**src/rtl/icache_pkg.sv**
```systemverilog
// Shared constants for the direct-mapped instruction cache: FSM state codes and the
// instruction value presented while no valid word is available.
package icache_pkg;

   localparam logic        ICACHE_IDLE = 1'b0;
   localparam logic        ICACHE_FILL = 1'b1;
   localparam logic [15:0] ICACHE_NOP  = 16'h0000;

endpackage

```
**src/rtl/icache_array.sv**
```systemverilog
// Tag/valid/data storage for icache: combinational read by index, single write port.
// Latency 0 on read, write takes effect on the next rising edge; only valid bits are reset.
module icache_array
   import icache_pkg::*;
#(
   parameter int SETS       = 8,
   parameter int LINE_WORDS = 4,
   parameter int IDX_W      = 3,
   parameter int TAG_W      = 11
) (
   input  logic                    clk,
   input  logic                    rst_n,
   input  logic [IDX_W-1:0]        ridx,
   output logic                    rvalid,
   output logic [TAG_W-1:0]        rtag,
   output logic [16*LINE_WORDS-1:0] rline,
   input  logic                    we,
   input  logic [IDX_W-1:0]        widx,
   input  logic [TAG_W-1:0]        wtag,
   input  logic [16*LINE_WORDS-1:0] wline
);

   logic [SETS-1:0]             valid;
   logic [TAG_W-1:0]            tag_mem  [SETS];
   logic [16*LINE_WORDS-1:0]    data_mem [SETS];

   always_ff @(posedge clk or negedge rst_n) begin
      if (!rst_n) begin
         valid <= '0;
      end else if (we) begin
         valid[widx] <= 1'b1;
      end
   end

   // Tag and data contents are don't-care until the matching valid bit is set.
   always_ff @(posedge clk) begin
      if (we) begin
         tag_mem[widx]  <= wtag;
         data_mem[widx] <= wline;
      end
   end

   assign rvalid = valid[ridx];
   assign rtag   = tag_mem[ridx];
   assign rline  = data_mem[ridx];

endmodule

```
**src/rtl/icache.sv**
```systemverilog
// Direct-mapped read-only instruction cache: 0-cycle hits, i_rdy held low while a line fill runs.
// Optional hit/miss counters when ICACHE_PERF_CNT_EN is defined.
module icache
   import icache_pkg::*;
#(
   parameter int SETS       = 8,
   parameter int LINE_WORDS = 4,
   parameter int ADDR_W     = 16
) (
   input  logic                     clk,
   input  logic                     rst_n,
   input  logic [ADDR_W-1:0]        i_addr,
   output logic [15:0]              instr,
   output logic                     i_rdy,
   output logic                     mem_req,
   output logic [ADDR_W-1:0]        mem_addr,
   input  logic                     mem_rdy,
   input  logic [16*LINE_WORDS-1:0] mem_line
`ifdef ICACHE_PERF_CNT_EN
   ,
   output logic [15:0]              hit_cnt,
   output logic [15:0]              miss_cnt
`endif
);

   localparam int OFF_W = $clog2(LINE_WORDS);
   localparam int IDX_W = $clog2(SETS);
   localparam int TAG_W = ADDR_W - OFF_W - IDX_W;

   logic                      state;
   logic [ADDR_W-1:0]         miss_addr;
   logic [OFF_W-1:0]          off;
   logic [IDX_W-1:0]          idx;
   logic [TAG_W-1:0]          tag;
   logic                      rvalid;
   logic [TAG_W-1:0]          rtag;
   logic [16*LINE_WORDS-1:0]  rline;
   logic                      hit;
   logic                      fill_done;

   assign off = i_addr[OFF_W-1:0];
   assign idx = i_addr[OFF_W+IDX_W-1:OFF_W];
   assign tag = i_addr[ADDR_W-1:OFF_W+IDX_W];

   assign hit       = rvalid && (rtag == tag) && (state == ICACHE_IDLE);
   assign fill_done = (state == ICACHE_FILL) && mem_rdy;

   icache_array #(
      .SETS       (SETS),
      .LINE_WORDS (LINE_WORDS),
      .IDX_W      (IDX_W),
      .TAG_W      (TAG_W)
   ) u_array (
      .clk    (clk),
      .rst_n  (rst_n),
      .ridx   (idx),
      .rvalid (rvalid),
      .rtag   (rtag),
      .rline  (rline),
      .we     (fill_done),
      .widx   (miss_addr[OFF_W+IDX_W-1:OFF_W]),
      .wtag   (miss_addr[ADDR_W-1:OFF_W+IDX_W]),
      .wline  (mem_line)
   );

   // The fill always targets the latched miss address, even if i_addr moves meanwhile.
   always_ff @(posedge clk or negedge rst_n) begin
      if (!rst_n) begin
         state     <= ICACHE_IDLE;
         miss_addr <= '0;
      end else if (state == ICACHE_IDLE) begin
         if (!hit) begin
            miss_addr <= {tag, idx, {OFF_W{1'b0}}};
            state     <= ICACHE_FILL;
         end
      end else if (mem_rdy) begin
         state <= ICACHE_IDLE;
      end
   end

   assign mem_req  = (state == ICACHE_FILL);
   assign mem_addr = miss_addr;
   assign i_rdy    = hit;

   always_comb begin
      instr = ICACHE_NOP;
      if (hit) begin
         instr = rline[16*off +: 16];
      end
   end

`ifdef ICACHE_PERF_CNT_EN
   always_ff @(posedge clk or negedge rst_n) begin
      if (!rst_n) begin
         hit_cnt  <= '0;
         miss_cnt <= '0;
      end else begin
         if (hit && (hit_cnt != 16'hFFFF)) begin
            hit_cnt <= hit_cnt + 16'd1;
         end
         if ((state == ICACHE_IDLE) && !hit && (miss_cnt != 16'hFFFF)) begin
            miss_cnt <= miss_cnt + 16'd1;
         end
      end
   end
`endif

endmodule

```
**config.mk**
```make
export PLATFORM = sky130hd
export DESIGN_NAME = icache
export DESIGN_NICKNAME = d
export VERILOG_FILES = /design/src/rtl/icache_pkg.sv /design/src/rtl/icache_array.sv /design/src/rtl/icache.sv
export SDC_FILE = /design/constraint.sdc
export NUM_CORES = 1
export LEC_CHECK = 0
export ABC_CLOCK_PERIOD_IN_PS = 6050
export BUFFER_PORTS_ARGS = -buffer_cell sky130_fd_sc_hd__buf_2
export CAP_MARGIN = 20
export CORE_ASPECT_RATIO = 0.75
export CORE_UTILIZATION = 55
export CTS_CLUSTER_SIZE = 40
export DETAILED_ROUTE_END_ITERATION = 10
export PLACE_DENSITY = 0.8
export SETUP_SLACK_MARGIN = 0.02
export SLEW_MARGIN = 20
export SYNTH_ARGS = -nofsm -noshare
export SYNTH_HDL_FRONTEND = slang
export SYNTH_SLANG_ARGS = --single-unit
```
**constraint.sdc**
```tcl
create_clock -name clk -period 6.05 [get_ports clk]
set_clock_uncertainty 0.1 [all_clocks]
set_input_delay 0 -clock clk [delete_from_list [all_inputs] [get_ports clk]]
set_output_delay 0 -clock clk [all_outputs]
set_load 0.01 [all_outputs]
```
==> out/results.ini <==
[outcome]
status=finished, final reports clean

[sta]
fmax_ghz=0.2390
hold_viol=0
setup_violations=0
rsz0062_at_grt=no
maxSlewHeadroom_pct=30.30
layout_min_cycle_time_ns=4.185
tightestPinTransition_ns=1.042
min_period_over_period_pct=69.17
report.final.slew_viol_count=0
finalSetupTns_ns=0
setup_slack_ns=1.865

[setup_path]
critPathKind=in2out
critical_path.slowest_cell=nand4b_2
arrival_ns=4.08
crit_required_ns=5.95
end_kind=output port
crit_chain=dlygate4sd3_1, buf_4, buf_4, mux4_1, mux2i_1, o21ai_0, nor3_2, nand4b_2, nor2_1, buf_2
crit_top_cell=buf_4
reg2reg_depth=3
crit_path_max_incr_delay_ns=0.70
worst-path-max-fanout=26
rr_endpoint=u_array.data_mem[3][56]
rrSetupSlack_ns=3.07
path_delay_family=buffers and inverters
cp.buffers_inverters=4
start_kind=primary input
timing.rr.start=mem_req

[final_layout]
fill_cells=2649
drive_gt1_share_pct=34.73
final_util_pct=65.64
finish.instance_area_um2=27870
final_nets=1283
area_growth_pct=16.60

[logic_synthesis]
synthArstFlopShare_pct=3.692
synthTopCellsByCount=edfxtp_1, mux4_2, mux2i_1, dfrtp_1, nor2_1
yosys.area_share.adder_pct=0
syn_avg_cell_area_um2=24.44
ys_types=36
synth_area_um2=23900
yosysSeqAreaShare_pct=77.80
ys_ff_latch=623
synth_top_family_by_area=multiplexers
synth_area_leader_cell=edfxtp_1
synth_xor_area_share_pct=0.3665
yosys_warnings=0
synth_most_common_cell=edfxtp_1
synthTopCellsByArea=edfxtp_1, mux4_2, dfrtp_1, mux2i_1, mux2_2
synth-simple-area-share_pct=1.058
yosysTopAreaCellShare_pct=75.39
synth.mux.area_fraction_pct=19.19
synth_compound_area_share_pct=0.4764
synth-edff-count=600
synth_ff_type=edfxtp_1
syn_inst=978

[route]
postRouteAntennaNets=0
vias=11120
detail_route.wl_per_cell_um=27.34
drt-pass1-iter-count=5
routed_wl_um=49660
viasPerCell=6.126
drc=0
drtIter0Drc=1127

[placed_design]
port_buffers=114
dp_hpwl_um=26050
post_dp_cell_area_um2=25190
place.gp.congestion=0.7257
pre_cts_slack_ns=2.450

[floorplan]
row_count=65
ios=117
die_y_um=182.5
dieArea_um2=44300
die_x_um=242.7
core_area_um2=42450
initial_utilization_pct=56.29

[cts]
cts.reportedPaths.clkPinSlew_ns=0.07
cts_sinks=623
numCtsBuffers=55
root_buffer=clkbuf_16
cts_buffer_depth=3
clock_latency_ns=0.59
cts_resized=0
cts_tree=yes
htree_levels=2

[global_route]
grt_pass1_vias=11700
busiest_layer=met2
grt_use_total_pct=22.86
met1_usage_pct=30.98
grt.met3_usage_pct=5.162
grt_overflow_total=0
antenna_found_initial=5
grt_pass1_wl_um=73830
grt.met2_usage_pct=38.34
grt_max_degree=96

[hold_path]
min_path_cells=3
hold_path.class=in2reg
min_from=mem_rdy
whs_endpoint=mem_req

[pwr]
powerDensity_nw_per_um2=331.6
ir_drop_uv=263.5
netSwitchingPower_mw=1.960
power_frac_clock_pct=38.9
p_int_mw=7.279
sw_frac_of_total_pct=21.22
seqPwrFrac_pct=54.1
pwr-share-comb_pct=7.0
leakagePower_nw=9.158

[job]
maxCapViolations=0

-- per-stage QoR --
stage	hold slack [ns]	power [mW]	cells
after global routing	0.1101	9.503	1815
final	0.1000	9.239	1816
after global placement	-0.07847	5.662	1631
after floorplan	-0.3956	5.449	979
after detailed placement	-0.07032	5.690	1632
after CTS	0.06444	9.293	1813
-- worst min-delay path: stages --
cell and delay [ns]:
dlygate4sd3_1 0.54, buf_2 0.13, a21boi_0 0.08
-- routing by layer --
layer  part of all wire [%]  up-vias
li1                       -     4643
met1                     39     5896
met2                     51      501
met3                    7.6       80
met4                    1.9        4
met5                  0.054        -
-- cells by family after synthesis --
family                 Yosys count
AO/OA/AOI/OAI                   14
buffers and inverters           50
XOR/XNOR                        10
other                            1
multiplexers                   235
flip-flops                     623
AND/OR/NAND/NOR                 45
-- registers in the layout, indices dropped and copies added, names as in the netlist --
register	cells
mem_addr	14
mem_req	1
u_array.data_mem	512
u_array.tag_mem	88
u_array.valid	8
-- how the worst max path moves through the flow --
stage	from	cells after the start	endpoint	slack [ns]
2_1_floorplan	mem_req	2	u_array.data_mem[7][0]	1.59
3_3_place_gp	i_addr[3]	8	mem_req	2.57
3_5_place_dp	i_addr[3]	9	instr[2]	2.45
4_1_cts	i_addr[3]	10	instr[2]	1.90
5_1_grt	i_addr[3]	10	instr[8]	1.62
6_report	i_addr[3]	10	instr[8]	1.87
-- cell type report --
type / instances / area (µm²) / area share (%)
Sequential cell: 623 / 18590 / 66.72
Clock inverter: 36 / 399.1 / 1.432
Inverter: 1 / 3.754 / 0.01347
Antenna cell: 3 / 7.507 / 0.02694
Timing Repair Buffer: 213 / 1580 / 5.671
Clock buffer: 65 / 1454 / 5.218
Tap cell: 569 / 711.9 / 2.555
Multi-Input combinational cell: 306 / 5116 / 18.36
-- cells in the final DEF (no fill, tap or decap), types with 4 or more instances in the layout --
cell type      netlist  routed
a221oi_1             5       5
buf_12               1       4
buf_2               18     111
buf_4                5      17
bufinv_16            0       8
clkbuf_1            11       6
clkbuf_16            0      55
clkbuf_8             0       4
clkinv_1             0      10
clkinv_2             0       9
clkinvlp_4           0       4
dfrtp_1             23      23
dlygate4sd3_1        0      79
edfxtp_1           600     600
mux2_2              14      14
mux2_4              10      10
mux2i_1             39      39
mux4_1               4       4
mux4_2             168     168
nor2_1              23      17
nor2_4               0       6
o22ai_1              5       5
or2_2                8       8
xnor2_1              5       5
xor2_1               5       5
-- power groups by stage --
stage / clock [mW] / combinational, mW / sequential (mW)
2_1_floorplan: 0 / 0.368 / 5.08
3_3_place_gp: 0 / 0.588 / 5.07
3_5_place_dp: 0 / 0.604 / 5.09
4_1_cts: 3.64 / 0.654 / 5.00
5_1_grt: 3.80 / 0.688 / 5.01
6_report: 3.59 / 0.650 / 5.00
-- timing repair --
action	4_1_cts	5_1_grt
setup buffers	0	0
endpoints found under the hold margin	548	0
hold buffers	80	0
Power figures use the tool's default switching activity.
